## src/rtl/uart_rx.sv

```systemverilog
// UART receiver for 8N1/8O1/8E1 frames with mid-bit sampling and parity/framing status.
// Optional RX_MAJORITY_EN: each sample is a 2-of-3 vote over mid-1, mid and mid+1.
//
// state  | meaning
// IDLE   | waiting for a high-to-low edge on the synchronised line
// START  | counting to mid start bit, rejecting false starts
// DATA   | sampling 8 data bits, LSB first
// PARITY | sampling the parity bit (odd/even frames only)
// STOP   | sampling the stop bit, then publishing byte and flags
module uart_rx #(
    parameter int CLKS_PER_BIT = 868,
    parameter int SYNC_STAGES  = 2
) (
    input  logic       clk,
    input  logic       rst,
    input  logic       rx,
    input  logic [1:0] parity_type,
    output logic [7:0] data_out,
    output logic       data_valid,
    output logic       parity_error,
    output logic       framing_error,
    output logic       busy
);

    localparam int CW = $clog2(CLKS_PER_BIT);
    localparam logic [CW-1:0] FULL_LOAD = CW'(CLKS_PER_BIT - 1);
`ifdef RX_MAJORITY_EN
    // one extra cycle so the vote window mid-1..mid+1 is complete when used
    localparam logic [CW-1:0] START_LOAD = CW'(CLKS_PER_BIT / 2);
`else
    localparam logic [CW-1:0] START_LOAD = CW'(CLKS_PER_BIT / 2 - 1);
`endif

    localparam logic [2:0] IDLE   = 3'd0;
    localparam logic [2:0] START  = 3'd1;
    localparam logic [2:0] DATA   = 3'd2;
    localparam logic [2:0] PARITY = 3'd3;
    localparam logic [2:0] STOP   = 3'd4;

    logic [1:0]             rst_sync;
    logic                   rst_n_int;
    logic [SYNC_STAGES-1:0] sync_q;
    logic                   rx_s;
    logic                   rx_s_d;
    logic                   sample_bit;
    logic [2:0]             state;
    logic [CW-1:0]          cnt;
    logic [2:0]             bit_idx;
    logic [7:0]             shift_q;
    logic [1:0]             par_type_q;
    logic                   par_bit;
    logic                   par_en;
    logic                   par_odd;
    logic                   tick;

    // reset asserts immediately, releases on a clock edge
    always_ff @(posedge clk or negedge rst) begin
        if (!rst) begin
            rst_sync <= 2'b00;
        end else begin
            rst_sync <= {rst_sync[0], 1'b1};
        end
    end

    assign rst_n_int = rst_sync[1];

    always_ff @(posedge clk or negedge rst_n_int) begin
        if (!rst_n_int) begin
            sync_q <= '1;
            rx_s_d <= 1'b1;
        end else begin
            sync_q <= {sync_q[SYNC_STAGES-2:0], rx};
            rx_s_d <= rx_s;
        end
    end

    assign rx_s = sync_q[SYNC_STAGES-1];

`ifdef RX_MAJORITY_EN
    logic rx_s_d2;

    always_ff @(posedge clk or negedge rst_n_int) begin
        if (!rst_n_int) begin
            rx_s_d2 <= 1'b1;
        end else begin
            rx_s_d2 <= rx_s_d;
        end
    end

    assign sample_bit = (rx_s & rx_s_d) | (rx_s & rx_s_d2) | (rx_s_d & rx_s_d2);
`else
    assign sample_bit = rx_s;
`endif

    assign tick    = (cnt == '0);
    assign par_en  = par_type_q[0] ^ par_type_q[1];
    assign par_odd = (par_type_q == 2'b01);
    assign busy    = (state != IDLE);

    always_ff @(posedge clk or negedge rst_n_int) begin
        if (!rst_n_int) begin
            state         <= IDLE;
            cnt           <= '0;
            bit_idx       <= '0;
            shift_q       <= '0;
            par_type_q    <= '0;
            par_bit       <= 1'b0;
            data_out      <= '0;
            data_valid    <= 1'b0;
            parity_error  <= 1'b0;
            framing_error <= 1'b0;
        end else begin
            data_valid <= 1'b0;
            case (state)
                IDLE: begin
                    // a held-low line never looks like an edge, so breaks do not retrigger
                    if (rx_s_d && !rx_s) begin
                        par_type_q <= parity_type;
                        bit_idx    <= '0;
                        cnt        <= START_LOAD;
                        state      <= START;
                    end
                end
                START: begin
                    if (tick) begin
                        cnt   <= FULL_LOAD;
                        state <= sample_bit ? IDLE : DATA;
                    end else begin
                        cnt <= cnt - CW'(1);
                    end
                end
                DATA: begin
                    if (tick) begin
                        cnt     <= FULL_LOAD;
                        shift_q <= {sample_bit, shift_q[7:1]};
                        bit_idx <= bit_idx + 3'd1;
                        if (bit_idx == 3'd7) begin
                            state <= par_en ? PARITY : STOP;
                        end
                    end else begin
                        cnt <= cnt - CW'(1);
                    end
                end
                PARITY: begin
                    if (tick) begin
                        cnt     <= FULL_LOAD;
                        par_bit <= sample_bit;
                        state   <= STOP;
                    end else begin
                        cnt <= cnt - CW'(1);
                    end
                end
                STOP: begin
                    // publish at mid-stop so a back-to-back start edge is not missed
                    if (tick) begin
                        cnt           <= '0;
                        data_out      <= shift_q;
                        framing_error <= !sample_bit;
                        parity_error  <= par_en && ((^shift_q ^ par_bit) != par_odd);
                        data_valid    <= 1'b1;
                        state         <= IDLE;
                    end else begin
                        cnt <= cnt - CW'(1);
                    end
                end
                default: state <= IDLE;
            endcase
        end
    end

endmodule

```

## config.mk

```make
export PLATFORM = sky130hd
export DESIGN_NAME = uart_rx
export DESIGN_NICKNAME = d
export VERILOG_FILES = /design/src/rtl/uart_rx.sv
export SDC_FILE = /design/constraint.sdc
export NUM_CORES = 1
export LEC_CHECK = 0
export BUFFER_PORTS_ARGS = -buffer_cell sky130_fd_sc_hd__buf_2
export CAP_MARGIN = 20
export CORE_MARGIN = 2
export CORE_UTILIZATION = 35
export DETAILED_ROUTE_END_ITERATION = 10
export GPL_ROUTABILITY_DRIVEN = 0
export PLACE_DENSITY = 0.64
export SYNTH_ARGS = -nofsm -noshare
export SYNTH_HDL_FRONTEND = slang
export SYNTH_SLANG_ARGS = --single-unit
```

## constraint.sdc

```tcl
create_clock -name clk -period 1.3 [get_ports clk]
set_clock_uncertainty 0.05 [all_clocks]
set_input_delay 0.195 -clock clk [delete_from_list [all_inputs] [get_ports clk]]
set_output_delay 0.195 -clock clk [all_outputs]
set_load 0.02 [all_outputs]
```

==> out/qor.txt, run 1 <==
Util after Layout: 53.7%
CP endpoint kind: flop
Netlist Area Pre-Place: 0.00217 sq mm
DR vias: 1758
Synthesized Nets: 194
Ant. Diodes: 0
Die X: 82.7 um
wire per inst: 15.4 um
Initial Util: 36.4%
Primary FF master, synth: dfrtp_1
crit path DAT: 2.04 ns
Multi-input gate area: 0.00123 sq mm
Yosys cell types: 50
HP Class: primary input to flop
Ys Warns: 0
layout cells sized above 1: 57.8%
fmax: 537 MHz
CTS Sinks: 43
CTS Root Cell: clkbuf_8
power per cell area: 1430 mW/mm^2
status: complete, but fails checks
drt initial violations: 113
DRC: 0
H-tree levels: 2
post-DP HPWL: 3650 um
EDFF count, synth: 0
critical path class: flop to flop
initial antenna violation count: 0
Final period util: 143%
Port Buf Inserts: 16
final WL: 5300 um
vias in the first global route: 1730
clock-pin slew on the worst setup and hold paths: 0.08 ns
asr flop ratio synth: 100%
metal3 WL: 199 um
Setup violations, final: 39
launching element type of the critical path: flop
total congestion overflow: 0
Slew Viols, Final: 0
Max Cap Violations: 0
syn avg cell area: 11.8 sq um
Max FO, Critical Path: 3
Register Area: 0.00108 sq mm
failing checks: setup timing
most frequent cells in the layout: buf_4 (55), dfrtp_1 (38), buf_2 (15)
peak supply drop: 0.000754 V
commonest non-fill, non-tap cell in the layout: buf_4
RSZ-0062 raised after global routing: yes
Avg Vias per Cell: 5.10
Post-DP Area: 0.00273 sq mm
GR Util All Layers: 16.4%
Layout Nets: 279
CTS tree: done
CTS Buf Count: 5
wl on met1: 2280 um
post-layout min period: 1.86 ns
buffer depth of the longest clock path: 2
synth-to-layout area growth: 47.3%
first-pass GRT wire length: 8350 um
Worst EP required: 1.48 ns
hold violation total from the final report: 0
fillcell total: 516
row count: 28
Ports: 17
Die ar.: 0.00684 sq mm
Die Ht: 82.7 um
Core Area: 0.00596 sq mm
post-route cell area: 0.00320 sq mm
Mapped Cells: 184
Final WS setup: -0.562 ns
DR top layer: met4
P_leak: 1.50 nW
sequential fraction of the synthesis area: 49.8%
1st-pass router iterations: 4
register bit count reported by yosys: 43
clk_lat worst skew: 0.29 ns
Final ANT Viol Nets: 0
largest net degree at the start of global routing: 17
DR WL met2: 2770 um
==> flip-flops by register name, indices dropped and copies added (netlist names), 2 cells and up <==
name        flops
bit_idx         3
data_out        8
shift_q         8
rst_sync        2
state           3
sync_q          2
cnt            10
par_type_q      2
==> routing by layer <==
layer | GRT usage [%] | vias up
met5 | 0 | -
met4 | 5.74 | 0
met3 | 2.93 | 4
met2 | 28.5 | 43
met1 | 20.5 | 876
li1 | - | 835
==> synthesized netlist by cell type, drive strengths merged (2+ instances only) <==
cell type	instances	area [sq um]
o21bai	2	15.0
inv	5	18.8
o2bb2ai	2	17.5
buf	4	22.5
o221ai	3	32.5
dfrtp	40	1000
dfstp	3	78.8
nor2	6	22.5
nand3b	2	15.0
o41ai	3	26.3
or3	3	28.8
nand3	4	32.5
o21ai	12	60.1
or3b	2	17.5
mux2	19	214
xnor2	7	61.3
nand2	14	52.6
nand2b	4	25.0
a21oi	8	40.0
clkbuf	3	11.3
nand4	2	12.5
ha	5	62.6
o21a	2	15.0
xor2	2	17.5
nor3	7	67.6
nor3b	3	38.8
o31ai	4	30.0
==> worst paths after layout <==
check | startpoint | endpoint | slack [ns] | depth (start not counted)
max in group asynchronous | rst_sync[1]$_DFF_PN0_ | rx_s_d$_DFF_PN1_ | 0.58 | 1
setup / recovery | cnt[0]$_DFFE_PN0P_ | state[1]$_DFFE_PN0P_ | -0.56 | 7
hold / removal | parity_type[0] | par_type_q[0]$_DFFE_PN0P_ | 0.08 | 2
hold reg to reg | rst_sync[1]$_DFF_PN0_ | framing_error$_DFFE_PN0P_ | 0.13 | 0
setup reg to reg | cnt[0]$_DFFE_PN0P_ | state[1]$_DFFE_PN0P_ | -0.56 | 7
min in group asynchronous | rst_sync[1]$_DFF_PN0_ | framing_error$_DFFE_PN0P_ | 0.13 | 0
==> where the power goes <==
| group | internal, mW | total [mW] | switching, mW |
|---|---|---|---|
| clock network | 0.436 | 0.893 | 0.458 |
| logic | 1.06 | 1.97 | 0.918 |
| registers | 1.53 | 1.72 | 0.191 |
==> critical path, cell delays in order (launching register included) <==
cell and delay (ns):
dfrtp_1 0.40, inv_2 0.09, ha_4 0.13, nor3b_4 0.25, nand3_4 0.12, buf_6 0.15, or4b_4 0.48, a21oi_2 0.12
==> metrics by stage <==
stage               setup TNS (ns)  setup WS (ns)  hold WS, ns  total power [mW]  instances
floorplan                   -12.44         -0.486       -0.151              2.58        184
global placement            -14.61         -0.518      -0.0687              3.21        319
detailed placement          -17.03         -0.592      -0.0687              3.26        319
CTS                         -16.20         -0.558       0.0748              4.42        343
global route                -19.30         -0.624       0.0803              4.84        345
finish                      -16.85         -0.562       0.0797              4.58        345
==> cell families after synthesis <==
kind of cell | count (synthesis) | synth area share [%]
other | 1 | 0.173
DFF | 43 | 49.8
adders and majority gates | 5 | 2.88
buffers and inverters | 12 | 2.42
muxes | 20 | 10.3
AOI/OAI and AO/OA | 42 | 13.2
and+or+nand+nor | 51 | 16.6
xor gates and xnor gates | 10 | 4.67
==> timing repair <==
item	4_1_cts	5_1_grt
buffers inserted	15	2
hold buffers	2	0
endpoints found under the setup margin	39	39
endpoints found under the hold margin	3	0
resized for setup	34	32
pin swaps	5	10
gates cloned	0	1
==> area by class of cell <==
class | count | area share [%]
Multi-Input combinational cell | 129 | 38.6
Clock inverter | 1 | 0.274
Tap cell | 75 | 2.94
Timing Repair Buffer | 85 | 21.0
Sequential cell | 43 | 33.9
Inverter | 5 | 0.587
Clock buffer | 7 | 2.70
No activity file was read; power rests on OpenSTA's default activity.
==> run 2: changes to the inputs <==
--- a/config.mk
+++ b/config.mk
@@ -6,9 +6,9 @@
 export NUM_CORES = 1
 export LEC_CHECK = 0
 export BUFFER_PORTS_ARGS = -buffer_cell sky130_fd_sc_hd__buf_2
-export CAP_MARGIN = 20
 export CORE_MARGIN = 2
 export CORE_UTILIZATION = 35
+export CTS_BUF_LIST = sky130_fd_sc_hd__clkbuf_4 sky130_fd_sc_hd__clkbuf_8
 export DETAILED_ROUTE_END_ITERATION = 10
 export GPL_ROUTABILITY_DRIVEN = 0
 export PLACE_DENSITY = 0.64
==> run 2 against run 1 <==
- the run still ends with setup timing left
- sequential power about the same
- flip-flop and latch count unchanged
- total power increased by 0.90%
- register-to-register slack got worse by 0.02 ns
- combinational power about the same
- critical path type unchanged
- critical endpoint is now data_out[2]$_DFFE_PN0P_
- highest routed layer unchanged
==> out/qor.txt, run 2 (synthesized netlist as in run 1, its figures left out) <==
status: complete, but fails checks
failing checks: setup timing
critical path class: flop to flop
Initial Util: 36.4%
Setup TNS: -17.79 ns
wl on met1: 2190 um
row count: 28
power per cell area: 1440 mW/mm^2
RSZ-0062 raised after global routing: yes
Max Cap Violations: 0
Port Buf Inserts: 16
layout cells sized above 1: 57.6%
clock-pin slew on the worst setup and hold paths: 0.08 ns
wire per inst: 15.2 um
FF-to-FF Start: cnt[0]$_DFFE_PN0P_
Ant. Diodes: 0
CTS tree: done
HP Start: parity_type[0]
first-pass GRT wire length: 8410 um
Setup violations, final: 39
crit path DAT: 2.02 ns
r2r setup slk: -0.59 ns
worst r2r path cells: 7
peak supply drop: 0.000707 V
Die ar.: 0.00684 sq mm
H-tree levels: 2
1st-pass router iterations: 4
Final ANT Viol Nets: 0
crit path launch: cnt[0]$_DFFE_PN0P_
metal3 WL: 244 um
Max FO, Critical Path: 5
initial antenna violation count: 0
DR top layer: met4
Die Ht: 82.7 um
top flop regs: cnt: 10 flops, data_out: 8 flops, shift_q: 8 flops
CTS Root Cell: clkbuf_8
vias in the first global route: 1744
most frequent cells in the layout: buf_4 (56), dfrtp_1 (38), buf_2 (15)
hold violation total from the final report: 0
buffer depth of the longest clock path: 2
GR Util All Layers: 16.6%
CTS Buf Count: 5
CTS Sinks: 43
DR WL met2: 2790 um
Slew Viols, Final: 0
Final WS setup: -0.585 ns
commonest non-fill, non-tap cell in the layout: buf_4
largest net degree at the start of global routing: 17
Avg Vias per Cell: 5.11
Finished Layout Cells: 346
total congestion overflow: 0
post-DP HPWL: 3650 um
Ports: 17
HP Class: primary input to flop
Die X: 82.7 um
synth-to-layout area growth: 48.0%
launching element type of the critical path: flop
Core Area: 0.00596 sq mm
Worst EP required: 1.43 ns
DR vias: 1767
Layout Nets: 280
Placed Cells: 319
Final period util: 145%
P_leak: 1.51 nW
final WL: 5260 um
clk_lat worst skew: 0.29 ns
register bank with the most flops: cnt
DRC: 0
post-layout min period: 1.89 ns
fmax: 530 MHz
Hold Path Depth: 2
CP endpoint kind: flop
drt initial violations: 98
max reg flops: 10
run 2: path summary, 6_finish.rpt:
check / to
min reg2reg: cnt[4]$_DFFE_PN0P_
min in group asynchronous: cnt[4]$_DFFE_PN0P_
max: data_out[2]$_DFFE_PN0P_
max reg2reg: data_out[2]$_DFFE_PN0P_
max in group asynchronous: shift_q[0]$_DFFE_PN0P_
min: par_type_q[0]$_DFFE_PN0P_
run 2: timing repair:
action,CTS,global route
setup endpoints to repair,39,39
setup buffers,14,4
gates resized for setup,33,32
endpoints found under the hold margin,3,0
pin swaps,5,11
hold buffers,2,0
cloned,0,1
run 2: routing by layer:
metal  vias up  global-route usage (%)
li1        841                       -
met1       880                    20.8
met2        42                    28.5
met3         4                    3.37
met4         0                    5.57
met5         -                       0
run 2: cell type report:
class | count | area, sq um
clock buffers | 7 | 90.1
clock inverters | 1 | 8.76
fillers | 525 | 2740
inverters | 5 | 18.8
multi-input cells | 129 | 1240
flip-flops and latches | 43 | 1080
well taps | 75 | 93.8
repair buffers | 86 | 679
run 2: worst max-delay path, cell delays in order (launching register included):
cell,delay [ns]
dfrtp_1,0.41
inv_2,0.10
ha_4,0.14
nor3b_4,0.25
buf_4,0.17
nand4_1,0.17
buf_6,0.20
mux2_4,0.29
run 2: metrics by stage:
stage	power [mW]	setup WS [ns]	hold slack, ns	utilization [%]	cell area, sq um
3_5_place_dp	3.26	-0.592	-0.0687	45.9	2730
3_3_place_gp	3.21	-0.518	-0.0687	45.9	2730
6_report	4.63	-0.585	0.0783	53.9	3210
4_1_cts	4.43	-0.559	0.0758	51.6	3070
5_1_grt	4.90	-0.663	0.0773	53.9	3210
2_1_floorplan	2.58	-0.486	-0.151	-	2210
run 2: where the power goes:
part / leakage, nW / switching, mW / internal, mW / total [mW]
registers: 0.546 / 0.194 / 1.53 / 1.72
logic: 0.916 / 0.923 / 1.07 / 1.99
clock network: 0.0519 / 0.456 / 0.456 / 0.912
total: 1.51 / 1.57 / 3.05 / 4.62
